$ cat src/rtl/clock_time_counter.sv
// Timekeeping core: 1 Hz prescaler, 24-hour binary H:M:S counters and a
// two-button set mode (mode cycles RUN -> SET_HOUR -> SET_MIN -> RUN,
// inc advances the selected field with wrap).
module clock_time_counter #(
  parameter int unsigned TICK_DIV = 100000000
) (
  input  logic       clk_i,
  input  logic       rst_n_i,
  input  logic       mode_btn_i,
  input  logic       inc_btn_i,
  output logic [5:0] hours_o,
  output logic [5:0] minutes_o,
  output logic [5:0] seconds_o,
  output logic [1:0] mode_o,
  output logic       tick_o
);

  localparam int unsigned CNT_W = (TICK_DIV > 2) ? $clog2(TICK_DIV) : 1;
  localparam logic [CNT_W-1:0] CNT_MAX = CNT_W'(TICK_DIV - 1);
  localparam logic [5:0] HOUR_MAX = 6'd23;
  localparam logic [5:0] MIN_MAX  = 6'd59;
  localparam logic [5:0] SEC_MAX  = 6'd59;

  typedef enum logic [1:0] {
    RUN      = 2'b00,
    SET_HOUR = 2'b01,
    SET_MIN  = 2'b10
  } mode_t;

  mode_t            mode_q, mode_d;
  logic [CNT_W-1:0] cnt_q, cnt_d;
  logic [5:0]       hr_q, hr_d;
  logic [5:0]       min_q, min_d;
  logic [5:0]       sec_q, sec_d;
  logic             tick_q, tick_d;

  logic             mode_hist_q;
  logic             inc_hist_q;
  logic             mode_press;
  logic             inc_press;

  // Compare-and-wrap increment; avoids modulo of wider arithmetic.
  function automatic logic [5:0] wrap_inc(input logic [5:0] v,
                                          input logic [5:0] max_v);
    return (v == max_v) ? '0 : v + 6'd1;
  endfunction

  // Rising-edge detect; history resets high so a button held through
  // reset does not register as a press.
  always_ff @(posedge clk_i) begin
    if (!rst_n_i) begin
      mode_hist_q <= 1'b1;
      inc_hist_q  <= 1'b1;
    end else begin
      mode_hist_q <= mode_btn_i;
      inc_hist_q  <= inc_btn_i;
    end
  end

  assign mode_press = mode_btn_i & ~mode_hist_q;
  assign inc_press  = inc_btn_i  & ~inc_hist_q;

  // State register for mode, prescaler, time fields and tick pulse.
  always_ff @(posedge clk_i) begin
    if (!rst_n_i) begin
      mode_q <= RUN;
      cnt_q  <= '0;
      hr_q   <= '0;
      min_q  <= '0;
      sec_q  <= '0;
      tick_q <= 1'b0;
    end else begin
      mode_q <= mode_d;
      cnt_q  <= cnt_d;
      hr_q   <= hr_d;
      min_q  <= min_d;
      sec_q  <= sec_d;
      tick_q <= tick_d;
    end
  end

  // Next-state logic: a mode press always takes priority over both an inc
  // press and a coincident prescaler wrap.
  always_comb begin
    mode_d = mode_q;
    cnt_d  = cnt_q;
    hr_d   = hr_q;
    min_d  = min_q;
    sec_d  = sec_q;
    tick_d = 1'b0;

    unique case (mode_q)
      RUN: begin
        if (mode_press) begin
          mode_d = SET_HOUR;
          cnt_d  = '0;
          sec_d  = '0;
        end else if (cnt_q == CNT_MAX) begin
          cnt_d  = '0;
          tick_d = 1'b1;
          // Full H:M:S carry chain resolves within this single update.
          if (sec_q == SEC_MAX) begin
            sec_d = '0;
            if (min_q == MIN_MAX) begin
              min_d = '0;
              hr_d  = wrap_inc(hr_q, HOUR_MAX);
            end else begin
              min_d = min_q + 6'd1;
            end
          end else begin
            sec_d = sec_q + 6'd1;
          end
        end else begin
          cnt_d = cnt_q + CNT_W'(1);
        end
      end

      SET_HOUR: begin
        cnt_d = '0;
        sec_d = '0;
        if (mode_press) begin
          mode_d = SET_MIN;
        end else if (inc_press) begin
          hr_d = wrap_inc(hr_q, HOUR_MAX);
        end
      end

      SET_MIN: begin
        cnt_d = '0;
        sec_d = '0;
        if (mode_press) begin
          mode_d = RUN;
        end else if (inc_press) begin
          min_d = wrap_inc(min_q, MIN_MAX);
        end
      end

      default: begin
        mode_d = RUN;
        cnt_d  = '0;
        sec_d  = '0;
      end
    endcase
  end

  assign hours_o   = hr_q;
  assign minutes_o = min_q;
  assign seconds_o = sec_q;
  assign mode_o    = mode_q;
  assign tick_o    = tick_q;

endmodule

$ cat config.mk
export PLATFORM = sky130hd
export DESIGN_NAME = clock_time_counter
export DESIGN_NICKNAME = d
export VERILOG_FILES = /design/src/rtl/clock_time_counter.sv
export SDC_FILE = /design/constraint.sdc
export NUM_CORES = 1
export LEC_CHECK = 0
export CORE_ASPECT_RATIO = 0.5
export CORE_MARGIN = 10
export CORE_UTILIZATION = 50
export DETAILED_ROUTE_END_ITERATION = 6
export PLACE_DENSITY = 0.75
export SLEW_MARGIN = 30
export SYNTH_ARGS = -nofsm -noshare
export SYNTH_HDL_FRONTEND = slang
export SYNTH_SLANG_ARGS = --single-unit
$ cat constraint.sdc
create_clock -name clk_i -period 1.85 [get_ports clk_i]
set_input_delay 0.37 -clock clk_i [delete_from_list [all_inputs] [get_ports clk_i]]
set_output_delay 0.37 -clock clk_i [all_outputs]
set_load 0.02 [all_outputs]
==> out/qor.csv, run 1 <==
metric,value,unit
FP Rows,17,
startpoint class of the critical path,register,
total cell area at the placement stage,2854,sq um
"Largest stage delay, worst path",490,ps
overall die width,115.6,um
core area,4403,sq um
Worst R2R Start,cnt_q[19],
Synth area leaders,"sky130_fd_sc_hd__dfxtp_1 (44%), sky130_fd_sc_hd__xor2_1 (7.7%), sky130_fd_sc_hd__nor2_1 (6.2%)",
most frequent cells in the layout,"sky130_fd_sc_hd__buf_4 (41), sky130_fd_sc_hd__nor2_1 (38), sky130_fd_sc_hd__dfxtp_1 (36), sky130_fd_sc_hd__nand2_1 (26), sky130_fd_sc_hd__clkdlybuf4s50_1 (21)",
count of synthesis-stage warnings from yosys,0,
worst min-delay path category,reg -> reg,
count of boundary I/O pins,25,
Buffers on Ports,24,
failing checks,negative setup slack,
global-route wire length before repair,8811,um
max-cap viol count,0,
worst endpoint required time,2110,ps
largest fanout on the critical path,6,
proportion of synthesized area in mux cells,1.314,%
Area Overhead vs Synth,34.67,%
setup slack of the critical path after layout,-56.54,ps
worst slack at placement,-405.7,ps
number of nets at the end of the flow,331,
CP arrival,2160,ps
Max-Slew Margin vs Limit,73.66,%
number of endpoints failing setup at the final stage,3,
area share of the leading cell type in the synthesized netlist,43.81,%
H-Tree Depth,2,
CP endpoint kind,register,
number of max-slew violations in the final report,0,
"commonest non-fill, non-tap cell in the layout",sky130_fd_sc_hd__buf_4,
TritonCTS buffer count,5,
number of distinct library cells after synthesis,47,
initial standard-cell utilization of the core,51.89,%
slew at the pin closest to its max-slew limit,389.6,ps
post-route met1 wirelength,2323,um
mean routed wirelength per cell,13.51,um
sequential-to-total area share from yosys stat,43.81,%
worst hold-check slack,458.7,ps
antenna violations before repair,0,
routability congestion estimate from global placement,0.8186,
Post-synth top flop,sky130_fd_sc_hd__dfxtp_1,
TritonCTS clock tree,done,
RSZ-0062 raised after global routing,true,
die span in y,67.80,um
synthesized net count,265,
share of the cycle needed by the critical path after routing,103.1,%
number of hold-slack violations in the final timing report,0,
synthesized instance count,257,
area of all placed cells without fillers,3077,sq um
asr flop ratio synth,0,%
simple-gate share of the synthesized area,31.43,%
"Clk pin slew, worst setup/hold paths",100,ps
Avg Synthesized Cell Area,8.890,sq um
Design Power,1959,uW
status,"finished, violations left",
highest metal layer used by the detailed router,met4,
vias,2000,
classification of the worst setup path,reg -> reg,
area of the mapped netlist,2285,sq um
top cell type by total area after synthesis,sky130_fd_sc_hd__dfxtp_1,
flop and latch count out of synthesis,50,
Detailed Route Iter0 Violations,115,
fill cell count,353,
adder and majority gate portion of the synthesized area,2.191,%
xor/xnor cell area share of the yosys netlist,10.73,%
cell at the root of the clock tree,sky130_fd_sc_hd__clkbuf_8,
power density over the cells,636.7,nW/um^2
Post-synth EDFFs,0,
ANT nets after route,0,
Skew-Pair Late Insertion Delay,310,ps
worst setup skew after layout,10.81,ps
Vias/cell,5.249,
final core occ,69.88,%
library cell contributing the largest single delay on the critical path,sky130_fd_sc_hd__or4_1,
proportion of layout cells with a drive suffix above 1,27.47,%
min-delay src,cnt_q[0],
met3 WL post-DR,153,um
number of clock sinks,50,
compound-cell area share of the yosys netlist,7.667,%
sum of met2 wire segment lengths after detailed routing,2585,um
maximum clock frequency,524.5,MHz
Post-DP HPWL,3700,um
launching element of the worst setup path,cnt_q[19],
area of the die,7837,sq um
critical-path cell list,nor4bb_2 -> and4_4 -> and3_4 -> a31oi_4 -> or4_1 -> a21oi_1,
Pleak,0.001216,uW
number of buffers on the longest clock path,2,
Max rail drop VDD,357.0,uV
WL final,5148,um
largest family of logic cells by synthesized area,simple AND/OR/NAND/NOR gates,
GRT Total Usage,13.79,%
via count of the first global-routing pass,1976,
antenna diode count,0,
final period demand of the worst path,1907,ps
number of design rule violations left after detail routing,0,
final global-route overflow total,0,
DR pass1 iterations,4,
maximum number of pins on one net before global-route repair,26,
-- routing by layer --
metal / vias up / GRT usage, %
met5: - / 0
met4: 0 / 6.426
met3: 8 / 3.271
met2: 26 / 24.38
met1: 943 / 15.79
li1: 1023 / -
-- cell families (layout without fill, tap and decap cells) --
| logic type | Yosys count | in the layout |
|---|---|---|
| AO/OA/AOI/OAI | 25 | 25 |
| XOR/XNOR | 28 | 28 |
| adder cells (fa/ha/maj) | 4 | 4 |
| buffers and inverters | 11 | 78 |
| flip-flops | 50 | 50 |
| multiplexers | 3 | 3 |
| AND/OR/NAND/NOR | 136 | 136 |
-- critical path, delay by kind of cell, from the launching register on --
family / cells / cell delay (ps)
simple gates: 4 / 1260
flops: 1 / 340
compound gates: 2 / 250
-- path summary, 6_finish.rpt --
kind | to | slack (ps) | depth (start not counted)
setup / recovery | hours_o[3] | -60 | 6
setup reg to reg | hours_o[3] | -60 | 6
hold reg to reg | cnt_q[0] | 460 | 1
hold / removal | cnt_q[0] | 460 | 1
-- sequential cells by signal, summed over array words and instances (netlist names) --
| name | flops |
|---|---|
| cnt_q | 27 |
| hours_o | 6 |
| minutes_o | 6 |
| seconds_o | 6 |
| mode_o | 2 |
| inc_hist_q | 1 |
| mode_hist_q | 1 |
| tick_o | 1 |
-- layout make-up --
type / instances / area (sq um) / share of cell area (%)
Timing Repair Buffer: 67 / 583.1 / 18.95
Sequential cell: 50 / 1018 / 33.10
Multi-Input combinational cell: 196 / 1284 / 41.72
Clock inverter: 3 / 40.04 / 1.301
Tap cell: 57 / 71.32 / 2.318
Inverter: 3 / 11.26 / 0.3660
Clock buffer: 5 / 68.82 / 2.237
-- Yosys cell counts (4+ instances only) --
cell type / instances
sky130_fd_sc_hd__nand4_1: 8
sky130_fd_sc_hd__o21ai_0: 6
sky130_fd_sc_hd__clkbuf_1: 4
sky130_fd_sc_hd__nor2_1: 38
sky130_fd_sc_hd__a21oi_1: 9
sky130_fd_sc_hd__nor3_1: 7
sky130_fd_sc_hd__or3_1: 6
sky130_fd_sc_hd__nand3_1: 14
sky130_fd_sc_hd__xor2_1: 20
sky130_fd_sc_hd__and3_1: 4
sky130_fd_sc_hd__xnor2_1: 8
sky130_fd_sc_hd__nand2_1: 27
sky130_fd_sc_hd__dfxtp_1: 50
sky130_fd_sc_hd__ha_1: 4
-- where the power goes --
part	switching (uW)	internal [uW]
clock network	374	399
registers	8.31	1090
logic	50.6	41.9
-- per-stage QoR --
stage	cells	setup TNS, ps
floorplan	257	0
global placement	368	-6088
detailed placement	368	-8728
CTS	379	-71.03
global route	381	-2077
finish	381	-104.2
-- timing repair --
item | 4_1_cts | 5_1_grt
setup buffers | 3 | 2
endpoints found under the hold margin | 0 | 0
hold buffers | 0 | 0
resized for setup | 9 | 20
setup endpoints to repair | 4 | 43
pin swaps | 5 | 6
(Power assumes the default switching activity.)
==> inputs of run 2 (changes only) <==
GPL_TIMING_DRIVEN = 0   (was unset)
==> run 2 against run 1 <==
  * The flow still finishes with violations (negative setup slack)
  * Clock-buffer cell count increased by 2
  * Clock skew decreased by 1.8 ps
  * Wire length decreased by 2.1%
  * Final cell count decreased by 6.6%
  * Clock power decreased by 2.8%
  * Critical path type unchanged
  * Critical endpoint is now hours_o[0]
  * Largest cell class unchanged
==> out/qor.csv, run 2 (synthesis results as in run 1) <==
metric,value,unit
status,"finished, violations left",
failing checks,negative setup slack,
via count of the first global-routing pass,1863,
Max rail drop VDD,369.5,uV
Max-Slew Margin vs Limit,62.43,%
Post-DP HPWL,3408,um
power density over the cells,654.1,nW/um^2
Clock power frac,38.9,%
number of hold buffers added after cts,0,
largest fanout on the critical path,8,
ANT nets after route,0,
final period demand of the worst path,1896,ps
maximum clock frequency,527.5,MHz
cell at the root of the clock tree,sky130_fd_sc_hd__clkbuf_8,
DR pass1 iterations,4,
initial standard-cell utilization of the core,51.89,%
core area,4403,sq um
setup slack of the critical path after layout,-45.64,ps
die span in y,67.80,um
CP endpoint kind,register,
count of boundary I/O pins,25,
total cell area at the placement stage,2623,sq um
area of the die,7837,sq um
"Largest stage delay, worst path",370,ps
critical-path cell list,ha_1 -> nor3b_2 -> and2_2 -> a31oi_4 -> buf_6 -> or3_4 -> a21oi_2,
Pleak,0.001096,uW
routability congestion estimate from global placement,0.7836,
Vias/cell,5.449,
worst endpoint required time,2100,ps
Skew-Pair Late Insertion Delay,310,ps
global-route wire length before repair,8280,um
number of clock sinks,50,
Sw Ratio,21.09,%
TritonCTS buffer count,5,
TritonCTS clock tree,done,
CP arrival,2150,ps
number of hold-slack violations in the final timing report,0,
number of buffers on the longest clock path,2,
antenna diode count,0,
H-Tree Depth,2,
area of all placed cells without fillers,2952,sq um
startpoint class of the critical path,register,
vias,1940,
net switching component of the power,407.2,uW
worst min-delay path category,reg -> reg,
share of the cycle needed by the critical path after routing,102.5,%
number of design rule violations left after detail routing,0,
register with the most flip-flops,cnt_q,
classification of the worst setup path,reg -> reg,
maximum number of pins on one net before global-route repair,15,
number of endpoints failing setup at the final stage,4,
max-cap viol count,0,
combinational share of power,4.5,%
final global-route overflow total,0,
antenna violations before repair,0,
number of nets at the end of the flow,306,
Area Overhead vs Synth,29.19,%
Internal Pwr Total,1523,uW
slew at the pin closest to its max-slew limit,559.2,ps
"commonest non-fill, non-tap cell in the layout",sky130_fd_sc_hd__nor2_1,
proportion of layout cells with a drive suffix above 1,23.41,%
sum of negative setup slack,-150.3,ps
Buffers on Ports,24,
WL final,5040,um
library cell contributing the largest single delay on the critical path,sky130_fd_sc_hd__dfxtp_2,
most frequent cells in the layout,"sky130_fd_sc_hd__nor2_1 (38), sky130_fd_sc_hd__dfxtp_1 (36), sky130_fd_sc_hd__nand2_1 (26), sky130_fd_sc_hd__clkdlybuf4s50_1 (21), sky130_fd_sc_hd__xor2_1 (20)",
worst setup skew after layout,9.045,ps
FP Rows,17,
Detailed Route Iter0 Violations,92,
max reg flops,27,
part of the power in registers,56.6,%
RSZ-0062 raised after global routing,true,
overall die width,115.6,um
number of max-slew violations in the final report,0,
"Clk pin slew, worst setup/hold paths",90,ps
mean routed wirelength per cell,14.16,um
GRT Total Usage,13.10,%
## run 2: cell count changes in the layout (fill, tap and decap cells not counted), sizes merged
cell | before | now
buf | 43 | 16
clkbuf | 5 | 9
clkinv | 2 | 0
dlygate4sd2 | 1 | 2
dlymetal6s2s | 2 | 1
## run 2: routing by layer
layer / up-vias / GRT usage (%) / part of all wire [%]
met5: - / 0 / 0
met4: 0 / 8.150 / 2.0
met3: 8 / 2.829 / 4.0
met2: 30 / 23.67 / 51
met1: 927 / 14.12 / 43
li1: 975 / - / -
## run 2: area by class of cell
| cell class | instances | area [sq um] |
|---|---|---|
| Fill cell | 342 | 1451 |
| Multi-Input combinational cell | 196 | 1355 |
| Sequential cell | 50 | 1023 |
| Timing Repair Buffer | 36 | 330.3 |
| Clock buffer | 7 | 76.32 |
| Tap cell | 57 | 71.32 |
| Buffer | 6 | 53.80 |
| Clock inverter | 1 | 30.03 |
| Inverter | 3 | 11.26 |
## run 2: worst paths after layout
check | start | endpoint | slack [ps] | cells past startpoint
max reg2reg | minutes_o[0] | hours_o[0] | -50 | 7
min | cnt_q[0] | cnt_q[0] | 480 | 1
min reg2reg | cnt_q[0] | cnt_q[0] | 480 | 1
max | minutes_o[0] | hours_o[0] | -50 | 7
## run 2: worst max-delay path: cells and delay by family, from the launching register on
family	cells	cell delay, ps
adders and majority gates	1	240
AOI/OAI and AO/OA	2	210
buffers and inverters	1	160
and+or+nand+nor	3	870
DFF	1	370
## run 2: through the flow
stage               instances  hold slack [ps]  setup WS [ps]  total power [uW]  util [%]
floorplan                 257            412.9          13.21              1165         -
detailed placement        338            444.4         -545.5              1193     59.56
CTS                       352            487.3         -47.60              1954     64.99
global route              356            507.3         -142.5              2025     67.04
global placement          338            419.6         -464.6              1190     59.56
finish                    356            483.6         -45.64              1931     67.04
## run 2: power groups by stage
stage / clock network (uW) / registers [uW] / logic [uW]
4_1_cts: 779 / 1090 / 81.2
6_report: 751 / 1090 / 86.9
5_1_grt: 835 / 1090 / 96.0
3_3_place_gp: 0 / 1120 / 71.7
3_5_place_dp: 0 / 1120 / 73.8
2_1_floorplan: 0 / 1120 / 45.5
## run 2: repair_timing
action / CTS / global route
buffers inserted: 8 / 4
pin swaps: 6 / 11
resized for setup: 27 / 22
setup endpoints to repair: 33 / 38
==> inputs of run 3 (changes only) <==
CORE_UTILIZATION = 45   (was 50)
PLACE_DENSITY = 0.69   (was 0.75)
==> run 3 against run 2 <==
  * The flow still finishes with violations (negative setup slack)
  * Sequential power about the same
  * Worst hold slack worse by 6.1 ps
  * Final cell count increased by 3.9%
  * Register-to-register slack is essentially flat
  * Via count is 2.9% higher
  * Clock-buffer cell count fell by 2
  * Combinational power fell by 6.2%
  * Setup slack worse by 1.7 ps
  * Sequential share of layout area up 0.096 points
  * Maximum frequency about the same
==> out/qor.csv, run 3 (synthesis results as in run 1) <==
metric,value,unit
status,"finished, violations left",
failing checks,negative setup slack,
sum of met2 wire segment lengths after detailed routing,2535,um
number of nets at the end of the flow,308,
area of the die,8500,sq um
post-route met1 wirelength,2168,um
worst hold-check slack,477.5,ps
largest fanout on the critical path,10,
CP arrival,2150,ps
total cell area at the placement stage,2639,sq um
fill cell count,445,
antenna violations before repair,0,
startpoint class of the critical path,register,
mean routed wirelength per cell,13.58,um
min-delay src,cnt_q[0],
max reg flops,27,
worst endpoint required time,2110,ps
DR pass1 iterations,4,
GRT Total Usage,11.24,%
length in cells of the worst reg-to-reg path,7,
most frequent cells in the layout,"sky130_fd_sc_hd__nor2_1 (38), sky130_fd_sc_hd__dfxtp_1 (30), sky130_fd_sc_hd__nand2_1 (26), sky130_fd_sc_hd__clkdlybuf4s50_1 (21), sky130_fd_sc_hd__xor2_1 (20)",
number of endpoints failing setup at the final stage,4,
CP endpoint kind,register,
Detailed Route Iter0 Violations,124,
global-route wire length before repair,8107,um
number of hold buffers added after cts,0,
number of design rule violations left after detail routing,0,
worst setup skew after layout,12.26,ps
number of clock sinks,50,
WL final,5023,um
critical-path cell list,nor4bb_4 -> and4_4 -> and3_4 -> a31oi_4 -> buf_6 -> or4_4 -> nand2_1,
Area Overhead vs Synth,30.72,%
maximum number of pins on one net before global-route repair,15,
proportion of layout cells with a drive suffix above 1,27.33,%
cell at the root of the clock tree,sky130_fd_sc_hd__clkbuf_8,
Vias/cell,5.397,
initial standard-cell utilization of the core,46.53,%
power density over the cells,595.3,nW/um^2
vias,1997,
final core occ,60.83,%
library cell contributing the largest single delay on the critical path,sky130_fd_sc_hd__or4_4,
via count of the first global-routing pass,1848,
FP Rows,18,
TritonCTS clock tree,done,
Max rail drop VDD,323.0,uV
final global-route overflow total,0,
slew at the pin closest to its max-slew limit,391.2,ps
hold-critical path endpoint,cnt_q[0],
area of all placed cells without fillers,2987,sq um
antenna diode count,0,
Max-Slew Margin vs Limit,73.80,%
worst min-delay path category,reg -> reg,
max-cap viol count,0,
worst-case register-to-register setup slack,-50,ps
RSZ-0062 raised after global routing,true,
TritonCTS buffer count,5,
met3 WL post-DR,230,um
Pleak,0.001095,uW
Worst R2R Start,cnt_q[19],
classification of the worst setup path,reg -> reg,
final cell count without fillers,370,
H-Tree Depth,2,
"Largest stage delay, worst path",410,ps
ANT nets after route,0,
highest metal layer used by the detailed router,met4,
"commonest non-fill, non-tap cell in the layout",sky130_fd_sc_hd__nor2_1,
maximum clock frequency,527.1,MHz
number of hold-slack violations in the final timing report,0,
hold depth,1,
# placed instances,351,
routability congestion estimate from global placement,0.7700,
"Clk pin slew, worst setup/hold paths",90,ps
number of max-slew violations in the final report,0,
sum of buffers and inverters on the critical path,1,
number of buffers on the longest clock path,2,
register with the most flip-flops,cnt_q,
final period demand of the worst path,1897,ps
Buffers on Ports,24,
die span in y,70.39,um
overall die width,120.8,um
Design Power,1778,uW
Skew-Pair Late Insertion Delay,310,ps
count of boundary I/O pins,25,
setup slack of the critical path after layout,-47.35,ps
share of the cycle needed by the critical path after routing,102.6,%
Worst R2R End,hours_o[4],
Post-DP HPWL,3439,um
core area,4910,sq um
Crit path max-delay family,simple AND/OR/NAND/NOR gates,
run 3: per-stage QoR:
step | TNS, ps | setup slack (ps)
floorplan | 0 | 13.21
global placement | -11760 | -466.4
detailed placement | -14350 | -571.6
CTS | -79.33 | -26.69
global route | -674.1 | -124.4
finish | -122.8 | -47.35
run 3: final cells by class:
| cell class | instances | area (sq um) | share of cell area (%) |
|---|---|---|---|
| Buffer | 6 | 48.80 | 1.634 |
| Clock buffer | 5 | 68.82 | 2.304 |
| Clock inverter | 2 | 10.01 | 0.3351 |
| Inverter | 3 | 11.26 | 0.3770 |
| Multi-Input combinational cell | 196 | 1376 | 46.08 |
| Sequential cell | 50 | 1039 | 34.77 |
| Tap cell | 70 | 87.58 | 2.933 |
| Timing Repair Buffer | 38 | 345.3 | 11.56 |
run 3: metal layers:
layer	track usage (%)	vias to the layer above
li1	-	981
met1	12.10	961
met2	20.28	46
met3	2.887	9
met4	5.053	0
met5	0	-
run 3: how the worst max path moves through the flow:
stage | slack [ps] | from | depth (start not counted) | endpoint
2_1_floorplan | 10 | seconds_o[1] | 7 | minutes_o[5]
3_3_place_gp | -470 | mode_btn_i | 7 | hours_o[5]
3_5_place_dp | -570 | mode_btn_i | 7 | hours_o[5]
4_1_cts | -30 | cnt_q[19] | 6 | hours_o[5]
5_1_grt | -120 | cnt_q[19] | 7 | hours_o[4]
6_report | -50 | cnt_q[19] | 7 | hours_o[4]
run 3: what timing repair did:
action	4_1_cts	5_1_grt
gates resized for setup	30	25
setup endpoints to repair	33	38
pin swaps	5	10
endpoints found under the hold margin	0	0
buffers inserted	7	7
gates cloned	0	0
run 3: worst register-to-register path: stages (launching register included):
cell and delay [ps]:
sky130_fd_sc_hd__dfxtp_4 370, sky130_fd_sc_hd__nor4bb_4 270, sky130_fd_sc_hd__and4_4 280, sky130_fd_sc_hd__and3_4 210, sky130_fd_sc_hd__a31oi_4 100, sky130_fd_sc_hd__buf_6 160
sky130_fd_sc_hd__or4_4 410, sky130_fd_sc_hd__nand2_1 70
run 3: power breakdown:
part	switching (uW)	leakage [uW]	internal, uW
Combinational	48.3	0.000636	33.2
Clock	353	0.0000438	255
Sequential	10.6	0.000416	1080
Total	412	0.00110	1370
